==> config.mk <==
export PLATFORM = sky130hd
export DESIGN_NAME = jtkicker_prog_buf
export DESIGN_NICKNAME = d
export VERILOG_FILES = /design/src/rtl/jtkicker_prog_buf.sv
export SDC_FILE = /design/constraint.sdc
export NUM_CORES = 1
export LEC_CHECK = 0
export BUFFER_PORTS_ARGS = -buffer_cell sky130_fd_sc_hd__buf_2
export CORE_MARGIN = 2
export CORE_UTILIZATION = 60
export CTS_CLUSTER_DIAMETER = 80
export CTS_CLUSTER_SIZE = 10
export DETAILED_ROUTE_END_ITERATION = 16
export HOLD_SLACK_MARGIN = 0.1
export PLACE_DENSITY = 0.77
export SYNTH_ARGS = -nofsm -noshare
export SYNTH_HDL_FRONTEND = slang
export SYNTH_SLANG_ARGS = --single-unit
==> constraint.sdc <==
create_clock -name clk -period 6.15 [get_ports clk]
set_input_delay 0.3075 -clock clk [delete_from_list [all_inputs] [get_ports clk]]
set_output_delay 0.3075 -clock clk [all_outputs]
set_load 0.02 [all_outputs]
==> src/rtl/jtkicker_prog_buf.sv <==
// jtkicker_prog_buf
// Write buffer between the ROM download stage and the SDRAM programming port.
// Byte writes arriving during a download are queued in a 2**AW entry FIFO and
// replayed one at a time to the SDRAM with a prog_we/sdram_ack handshake.
//
// Optional feature: define PROG_BUF_SWIZZLE_EN to rearrange the low address
// bits of scroll/object GFX writes on push (regions set by SCR_START,
// OBJ_START, PCM_START). Without it addresses are stored unmodified.
//
// Ports:
//   clk, rst_n        clock, asynchronous active-low reset
//   downloading       download in progress (rising edge clears ovf)
//   din_we/addr/data/mask   one-cycle write strobe and its payload
//   prog_we/addr/data/mask  registered write request presented to SDRAM
//   sdram_ack         one-cycle acknowledge of the current prog_we
//   dwnld_busy        download not yet fully committed to SDRAM
//   full              FIFO holds 2**AW entries
//   ovf               sticky: a write was dropped because the FIFO was full
module jtkicker_prog_buf #(
  parameter int          AW        = 4,
  parameter logic [21:0] SCR_START = 22'h0,
  parameter logic [21:0] OBJ_START = 22'h0,
  parameter logic [21:0] PCM_START = 22'h0
) (
  input  logic        clk,
  input  logic        rst_n,
  input  logic        downloading,
  input  logic        din_we,
  input  logic [21:0] din_addr,
  input  logic [7:0]  din_data,
  input  logic [1:0]  din_mask,
  output logic        prog_we,
  output logic [21:0] prog_addr,
  output logic [7:0]  prog_data,
  output logic [1:0]  prog_mask,
  input  logic        sdram_ack,
  output logic        dwnld_busy,
  output logic        full,
  output logic        ovf
);

`ifdef PROG_BUF_SWIZZLE_EN
  localparam bit SWZ_EN = 1'b1;
`else
  localparam bit SWZ_EN = 1'b0;
`endif

  localparam int DEPTH = 1 << AW;

  typedef enum logic [1:0] {IDLE, WAIT, GAP} state_t;

  typedef struct packed {
    logic [21:0] addr;
    logic [7:0]  data;
    logic [1:0]  mask;
  } entry_t;

  // Range tests done as borrow checks on 23-bit differences so that a zero
  // region bound never turns into a constant comparison.
  function automatic logic [21:0] swizzle(input logic [21:0] s);
    logic [22:0] d_scr, d_obj, d_pcm;
    logic [21:0] r;
    d_scr = {1'b0, s} - {1'b0, SCR_START};
    d_obj = {1'b0, s} - {1'b0, OBJ_START};
    d_pcm = {1'b0, s} - {1'b0, PCM_START};
    r     = s;
    if (!d_scr[22] && d_obj[22]) begin
      r[0]   = ~s[3];
      r[3:1] = s[2:0];
    end else if (!d_obj[22] && d_pcm[22]) begin
      r[0]   = ~s[3];
      r[1]   = ~s[4];
      r[5:2] = {s[5], s[2:0]};
    end
    return r;
  endfunction

  entry_t      mem_q [DEPTH];
  logic [AW:0] wr_ptr_q, wr_ptr_d, rd_ptr_q, rd_ptr_d;
  state_t      state_q, state_d;
  entry_t      out_q, out_d;
  logic        prog_we_q, prog_we_d;
  logic        busy_q, busy_d;
  logic        ovf_q, ovf_d;
  logic        dl_q;
  logic        empty, full_w, pop, push, drop;
  logic [21:0] push_addr;

  assign empty  = (wr_ptr_q == rd_ptr_q);
  assign full_w = (wr_ptr_q[AW] != rd_ptr_q[AW]) &&
                  (wr_ptr_q[AW-1:0] == rd_ptr_q[AW-1:0]);
  // The head is only released by an ack while it is being presented.
  assign pop    = (state_q == WAIT) && sdram_ack;
  // A full FIFO still accepts a write in the same cycle the head leaves.
  assign push   = din_we && (!full_w || pop);
  assign drop   = din_we && full_w && !pop;

  assign push_addr = SWZ_EN ? swizzle(din_addr) : din_addr;

  assign wr_ptr_d = push ? wr_ptr_q + 1'b1 : wr_ptr_q;
  assign rd_ptr_d = pop  ? rd_ptr_q + 1'b1 : rd_ptr_q;

  always_ff @(posedge clk) begin
    if (push) mem_q[wr_ptr_q[AW-1:0]] <= '{push_addr, din_data, din_mask};
  end

  always_comb begin
    state_d   = state_q;
    out_d     = out_q;
    prog_we_d = prog_we_q;
    case (state_q)
      IDLE: if (!empty) begin
        out_d     = mem_q[rd_ptr_q[AW-1:0]];
        prog_we_d = 1'b1;
        state_d   = WAIT;
      end
      WAIT: if (sdram_ack) begin
        prog_we_d = 1'b0;
        state_d   = GAP;
      end
      GAP:     state_d = IDLE;
      default: state_d = IDLE;
    endcase
  end

  always_comb begin
    ovf_d = (downloading && !dl_q) ? 1'b0 : ovf_q;
    if (drop) ovf_d = 1'b1;
  end

  // Built from next-state values so busy drops right after the GAP cycle
  // that follows the last ack.
  assign busy_d = downloading || (wr_ptr_d != rd_ptr_d) || (state_d != IDLE);

  always_ff @(posedge clk or negedge rst_n) begin
    if (!rst_n) begin
      wr_ptr_q  <= '0;
      rd_ptr_q  <= '0;
      state_q   <= IDLE;
      out_q     <= '0;
      prog_we_q <= 1'b0;
      busy_q    <= 1'b0;
      ovf_q     <= 1'b0;
      dl_q      <= 1'b0;
    end else begin
      wr_ptr_q  <= wr_ptr_d;
      rd_ptr_q  <= rd_ptr_d;
      state_q   <= state_d;
      out_q     <= out_d;
      prog_we_q <= prog_we_d;
      busy_q    <= busy_d;
      ovf_q     <= ovf_d;
      dl_q      <= downloading;
    end
  end

  assign prog_we    = prog_we_q;
  assign prog_addr  = out_q.addr;
  assign prog_data  = out_q.data;
  assign prog_mask  = out_q.mask;
  assign dwnld_busy = busy_q;
  assign full       = full_w;
  assign ovf        = ovf_q;

endmodule
==> impl_metrics.env, run 1 <==
export IMPL_drive_gt1_share_pct=34.4
export IMPL_dp_cells=1378
export IMPL_synth_edf_count=512
export IMPL_setup_tns_ns=0
export IMPL_layout_nets=1043
export IMPL_period_share_pct=60.9
export IMPL_grt_first_pass_wirelength_mm=63.4
export IMPL_drc_errors=0
export IMPL_max_cap_violations=0
export IMPL_crit_cells=5
export IMPL_async_flop_share_pct=8.57
export IMPL_avgSynthCellArea_um2=24.4
export IMPL_cts_sinks=560
export IMPL_synth_top_area_share_pct=71.8
export IMPL_cts_resized=0
export IMPL_switching_share_pct=28.2
export IMPL_power_mw=11.4
export IMPL_cts_root_buf="clkbuf_16"
export IMPL_leakagePower_nw=7.84
export IMPL_slowest_stage="dfrtp_2"
export IMPL_grt_pass1_vias=9944
export IMPL_critPathKind="flip-flop to flip-flop"
export IMPL_ys_seq_elements=560
export IMPL_fin_ws_ns=2.41
export IMPL_vdd_drop_max_uv=386
export IMPL_syn_to_final_growth_pct=13.2
export IMPL_stdcell_count=1514
export IMPL_wl_per_cell_um=27.9
export IMPL_hold_violations=0
export IMPL_max_slew_margin_pct=22.8
export IMPL_numCtsBuffers=61
export IMPL_ff2ff_path_depth=5
export IMPL_diodes=0
export IMPL_synthDistinctLibCells=35
export IMPL_fin_crit_ns=3.74
export IMPL_ys_flop_type="edfxtp_1"
export IMPL_path_cells="xnor2_1 -> nand4_1 -> o21ai_1 -> nor2_1 -> and3_2"
export IMPL_grt_max_degree=102
export IMPL_die_x_um=193
export IMPL_power_density_nw_per_um2=469
export IMPL_tightestPinTransition_ns=1.16
export IMPL_drt_wl_total_mm=42.2
export IMPL_cp_startpoint="rd_ptr_q[2]$_DFF_PN0_"
export IMPL_crit_fanout=36
export IMPL_firstDrtPassIters=5
export IMPL_finalSetupViolations=0
export IMPL_r2r_end="mem_q[6][15]$_DFFE_PP_"
export IMPL_worstSetupEndpoint="mem_q[6][15]$_DFFE_PP_"
export IMPL_num_vias=9606
export IMPL_ys_seq_area_share_pct=77.4
export IMPL_cp_data_required_time_ns=6.32
export IMPL_rows=69
export IMPL_drt_initial_drc_count=848
export IMPL_h_tree_depth=2
export IMPL_synth_area_um2=21400
export IMPL_fmax_ghz=0.267
export IMPL_synth_largest_area_cell="edfxtp_1"
export IMPL_clk_latency_ns=0.59
export IMPL_hold_path_class="primary input to flip-flop"
export IMPL_p_switching_mw=3.21
export IMPL_die_area_um2=37200
export IMPL_outcome="finished clean"
export IMPL_initial_core_util_pct=60.6
export IMPL_rsz0062_at_grt="false"
export IMPL_dieHeight_um=193
export IMPL_pwr_share_seq_pct=44.9
export IMPL_clk_path_buf_depth=3
export IMPL_arrival_ns=3.92
export IMPL_reg2reg_slack_ns=2.41
export IMPL_coreArea_um2=35300
export IMPL_critPathBufInv=0
export IMPL_ios=73
export IMPL_slew_violations=0
export IMPL_track_usage_pct=23.7
export IMPL_place_ws_ns=2.56
export IMPL_overflow=0
export IMPL_syn_nets=920
export IMPL_internal_power_mw=8.16
export IMPL_p_clk_share_pct=28.7
export IMPL_worstSetupEndpointType="flip-flop"
export IMPL_max_stage_delay_ns=1.13
export IMPL_via_per_inst=6.34
export IMPL_antenna_found_initial=0
export IMPL_place_hpwl_mm=20.8
export IMPL_portBuffers=72
export IMPL_synthTopCellsByArea="edfxtp_1, mux4_2, dfrtp_1"
export IMPL_synth_warnings=0
export IMPL_cts_tree="built"
export IMPL_gp_congestion=0.742
export IMPL_clk_pin_slew_worst_paths_ns=0.06
export IMPL_start_kind="flip-flop"
export IMPL_synth_cells=878
export IMPL_ant_nets=0
export IMPL_power_frac_comb_pct=26.4
export IMPL_clock_skew_ns=0.0272
export IMPL_critPathTopFamily="simple AND/OR/NAND/NOR gates"
export IMPL_rr_startpoint="rd_ptr_q[2]$_DFF_PN0_"
-- per-layer routing --
| layer | track usage, % | vias to the layer above | wire, um |
|---|---|---|---|
| met5 | 0 | - | 0 |
| met2 | 38.5 | 387 | 21400 |
| met3 | 4.13 | 73 | 2570 |
| li1 | - | 3997 | - |
| met4 | 6.43 | 0 | 847 |
| met1 | 34.0 | 5149 | 17300 |
-- cell type report --
| class | instances | area, um^2 |
|---|---|---|
| fill | 2074 | 11100 |
| clock buffer | 114 | 1770 |
| clock inverter | 1 | 8.76 |
| tap | 461 | 577 |
| multi-input combinational | 270 | 4610 |
| inverter | 4 | 15.0 |
| timing repair buffer | 104 | 666 |
| sequential | 560 | 16600 |
-- logic make-up (layout without fill, tap and decap cells) --
kind of cell               after synthesis  in the layout  share of synthesized area [%]
DFF                                    560            560                           77.4
AOI/OAI and AO/OA                        9              9                          0.281
buffers and inverters                   48            223                           1.29
xor gates and xnor gates                19             19                          0.912
and+or+nand+nor                         44             44                           1.22
adders and majority gates                5              5                          0.292
muxes                                  193            193                           18.6
-- power groups by stage --
stage                     sequential (mW)  combinational [mW]  clock, mW
after detailed placement             5.17                3.01          0
final                                5.10                3.00       3.26
after global placement               5.14                2.96          0
after global routing                 5.16                3.20       3.46
after floorplan                      5.03                2.33          0
after CTS                            5.11                3.06       3.32
-- flip-flops by register name (all words and copies together) (netlist names), 2 cells and up --
register   flops
prog_addr     22
wr_ptr_q       5
state_q        2
mem_q        512
prog_mask      2
prog_data      8
rd_ptr_q       5
-- repair_timing --
item / 4_1_cts / 5_1_grt
endpoints found under the hold margin: 275 / 0
hold buffers: 21 / 0
setup buffers: 0 / 0
-- worst min path at each step --
stage | to | depth (start not counted) | startpoint
after floorplan | dl_q$_DFF_PN0_ | 0 | rst_n
after global placement | dl_q$_DFF_PN0_ | 1 | downloading
after detailed placement | dl_q$_DFF_PN0_ | 1 | downloading
after CTS | mem_q[2][24]$_DFFE_PP_ | 1 | din_addr[14]
after global routing | mem_q[14][15]$_DFFE_PP_ | 1 | din_addr[5]
final | mem_q[1][24]$_DFFE_PP_ | 1 | din_addr[14]
-- through the flow --
step / hold slack, ns / cell area [um^2] / util [%]
after floorplan: 0.0119 / 21400 / -
after global placement: 0.449 / 22200 / 63.0
after detailed placement: 0.450 / 22200 / 63.0
after CTS: 0.100 / 24200 / 68.6
after global routing: 0.107 / 24200 / 68.6
final: 0.120 / 24200 / 68.6
-- cells in the mapped netlist, types with 2 or more instances --
master	instances
nand2_1	7
o21ai_1	3
xor2_1	3
ha_1	5
mux2_2	33
buf_6	11
and3_1	4
dfrtp_1	48
edfxtp_1	512
nand3b_1	2
inv_1	3
xnor2_1	14
buf_2	11
mux4_2	160
clkbuf_1	22
nand3_1	2
nand2b_1	2
nand4_1	4
and2_1	5
nor2_1	7
nor4b_1	4
and4_1	3
-- cells in the final DEF (no fill, tap or decap), types with 2 or more instances in the layout --
cell and instances:
edfxtp_1 512, mux4_2 160, buf_2 72, clkbuf_16 63, clkbuf_1 51, dfrtp_1 44
mux2_2 33, dlygate4sd3_1 21, xnor2_1 14, buf_4 10, nand2_1 7, nor2_1 6
ha_1 5, nand4_1 4, and3_2 4, and2_2 4, nor4b_2 4, xor2_1 3
inv_1 3, and4_2 3, nand3b_1 2, o21ai_1 2, nand3_1 2, nand2b_1 2
dfrtp_4 2, dfrtp_2 2
No activity file was read; power rests on OpenSTA's default activity.
==> run 2: changes to the inputs <==
- ABC_AREA: default -> 1
- clock period: 6.15 -> 3.5 ns (I/O delays scaled with it)
==> impl_metrics.env, run 2 <==
export IMPL_clk_path_buf_depth=3
export IMPL_crit_top_cell="nand2_1"
export IMPL_max_slew_margin_pct=24.4
export IMPL_start_kind="flip-flop"
export IMPL_p_switching_mw=7.71
export IMPL_place_hpwl_mm=26.6
export IMPL_cts_resized=0
export IMPL_slew_violations=0
export IMPL_synth_largest_area_cell="edfxtp_1"
export IMPL_layout_nets=1744
export IMPL_synth_edf_count=512
export IMPL_final_cell_mix="edfxtp_1, nor2_1, o21ai_0, o221ai_1, buf_2"
export IMPL_netlist_top_cells_count="edfxtp_1, nor2_1, o21ai_0, o221ai_1, clkbuf_1"
export IMPL_path_cells="inv_1 -> nand2_1 -> nand2_1 -> nor2_2 -> nand4_4 -> nand2_2 -> inv_1 -> nand2_1 -> nor2_4 -> buf_12"
export IMPL_rsz0062_at_grt="false"
export IMPL_layout_commonest_cell="edfxtp_1"
export IMPL_cts_sinks=560
export IMPL_firstDrtPassIters=6
export IMPL_power_frac_comb_pct=32.9
export IMPL_setup_tns_ns=0
export IMPL_coreArea_um2=36300
export IMPL_wl_met2_mm=25.7
export IMPL_arrival_ns=2.94
export IMPL_synth_cells=1613
export IMPL_ys_seq_elements=560
export IMPL_vdd_drop_max_uv=1170
export IMPL_outcome="finished clean"
export IMPL_worstSetupEndpoint="mem_q[10][30]$_DFFE_PP_"
export IMPL_pwr_share_seq_pct=40.1
export IMPL_antenna_found_initial=2
export IMPL_hold_path_class="primary input to async pin"
export IMPL_die_x_um=195
export IMPL_synthTopCellsByArea="edfxtp_1, o21ai_0, nor2_1"
export IMPL_period_share_pct=75.8
export IMPL_hold_violations=0
export IMPL_drive_gt1_share_pct=13.1
export IMPL_slowest_stage="nor2_4"
export IMPL_synth_area_um2=22000
export IMPL_placed_area_um2=23000
export IMPL_numCtsBuffers=61
export IMPL_top_layer_used="met5"
export IMPL_synthDistinctLibCells=31
export IMPL_ff2ff_path_depth=10
export IMPL_portBuffers=72
export IMPL_critPathKind="flip-flop to flip-flop"
export IMPL_wl_met3_mm=4.69
export IMPL_via_per_inst=6.37
export IMPL_syn_to_final_growth_pct=14.2
export IMPL_crit_fanout=17
export IMPL_r2r_end="mem_q[10][30]$_DFFE_PP_"
export IMPL_num_vias=14200
export IMPL_clock_skew_ns=0.0167
export IMPL_fill_cells=2369
export IMPL_async_flop_share_pct=8.57
export IMPL_clk_pin_slew_worst_paths_ns=0.06
export IMPL_grt_pass1_vias=14200
export IMPL_max_cap_violations=0
export IMPL_ys_seq_area_share_pct=75.4
export IMPL_m1WireLength_mm=20.1
export IMPL_power_density_nw_per_um2=846
export IMPL_ant_nets=0
export IMPL_p_clk_share_pct=27.0
export IMPL_wl_per_cell_um=23.6
export IMPL_fmax_ghz=0.377
export IMPL_grt_max_degree=258
export IMPL_track_usage_pct=27.7
export IMPL_cts_tree="built"
export IMPL_rr_startpoint="wr_ptr_q[1]$_DFF_PN0_"
export IMPL_cp_startpoint="wr_ptr_q[1]$_DFF_PN0_"
export IMPL_drt_initial_drc_count=1732
export IMPL_synth_warnings=0
export IMPL_overflow=0
export IMPL_grt_first_pass_wirelength_mm=80.0
export IMPL_clk_latency_ns=0.59
export IMPL_worstSetupEndpointType="flip-flop"
export IMPL_cp_data_required_time_ns=3.79
export IMPL_gp_congestion=0.877
export IMPL_synth_top_area_share_pct=69.9
export IMPL_rows=70
export IMPL_synth_most_common_cell="edfxtp_1"
export IMPL_h_tree_depth=2
export IMPL_drt_wl_total_mm=52.4
export IMPL_tightestPinTransition_ns=1.13
export IMPL_avgSynthCellArea_um2=13.6
export IMPL_initial_core_util_pct=60.5
export IMPL_finalSetupViolations=0
export IMPL_cts_root_buf="clkbuf_16"
export IMPL_die_area_um2=38200
export IMPL_ys_flop_type="edfxtp_1"
export IMPL_reg2reg_slack_ns=0.85
export IMPL_fin_area_um2=25100
export IMPL_largest_register_ffs=512
export IMPL_diodes=0
export IMPL_ios=73
export IMPL_syn_nets=1655
export IMPL_drc_errors=0
export IMPL_dieHeight_um=195
export IMPL_leakagePower_nw=8.24
export IMPL_internal_power_mw=13.5
export IMPL_dp_cells=2071
export IMPL_max_stage_delay_ns=0.61
export IMPL_stdcell_count=2222
export IMPL_switching_share_pct=36.3
export IMPL_fin_crit_ns=2.65
## run 2: cell types whose count changed in the layout (fill, tap and decap cells not counted), moves of 34 or more
cell / previous run / this run
nor2_1: 6 / 321
o221ai_1: 0 / 94
nand2_1: 7 / 48
nand3_1: 2 / 64
mux4_2: 160 / 0
o22ai_1: 0 / 34
o21ai_0: 1 / 267
## run 2: area by class of cell
| type | instances | area [um^2] | area share (%) |
|---|---|---|---|
| inverter | 28 | 119 | 0.473 |
| tap | 468 | 586 | 2.33 |
| clock inverter | 1 | 8.76 | 0.0349 |
| timing repair buffer | 137 | 1140 | 4.53 |
| multi-input combinational | 914 | 4910 | 19.5 |
| sequential | 560 | 16600 | 66.0 |
| clock buffer | 114 | 1770 | 7.04 |
## run 2: cells by family (layout without fill, tap and decap cells)
| kind of cell | after synthesis | in the layout | share of synthesized area, % |
|---|---|---|---|
| DFF | 560 | 560 | 75.4 |
| adders and majority gates | 5 | 5 | 0.285 |
| xor gates and xnor gates | 4 | 4 | 0.159 |
| AOI/OAI and AO/OA | 438 | 438 | 12.7 |
| buffers and inverters | 139 | 280 | 2.82 |
| and+or+nand+nor | 467 | 467 | 8.64 |
## run 2: power by group through the flow
stage	logic [mW]	registers, mW	clock network, mW
2_1_floorplan	4.51	8.81	0
6_report	6.99	8.52	5.74
5_1_grt	7.57	8.60	6.04
3_5_place_dp	6.84	8.66	0
4_1_cts	6.95	8.53	5.80
3_3_place_gp	6.64	8.64	0
## run 2: worst max-delay path: cells and delay by family (launching register included)
family,cells,cell delay [ns]
buffers and inverters,3,0.54
DFF,1,0.42
and+or+nand+nor,7,1.37
## run 2: repair_timing
item                      in CTS  in global routing
buffers inserted               0                  0
hold buffers                  36                  0
hold endpoints to repair     539                  0
## run 2: stage by stage
step	total power [mW]	hold WS, ns	setup WS, ns	utilization (%)
5_1_grt	22.2	0.168	0.686	69.1
3_5_place_dp	15.5	0.214	0.902	63.2
4_1_cts	21.3	0.132	0.877	69.1
6_report	21.3	0.138	0.846	69.1
2_1_floorplan	13.3	-0.121	0.569	-
3_3_place_gp	15.3	0.208	0.979	63.2
## run 2: worst min-delay path by stage
stage,start,to,slack (ns)
final,rst_n,state_q[0]$_DFF_PN0_,0.14
after global routing,rst_n,state_q[0]$_DFF_PN0_,0.17
after CTS,rst_n,state_q[0]$_DFF_PN0_,0.13
after detailed placement,rst_n,state_q[1]$_DFF_PN0_,0.21
after global placement,rst_n,state_q[1]$_DFF_PN0_,0.21
after floorplan,rst_n,dl_q$_DFF_PN0_,-0.12
## run 2: routing by layer
| layer | vias up | track usage [%] |
|---|---|---|
| met5 | - | 0 |
| met4 | 4 | 11.6 |
| met3 | 159 | 4.53 |
| met2 | 818 | 44.8 |
| met1 | 6935 | 37.9 |
| li1 | 6243 | - |
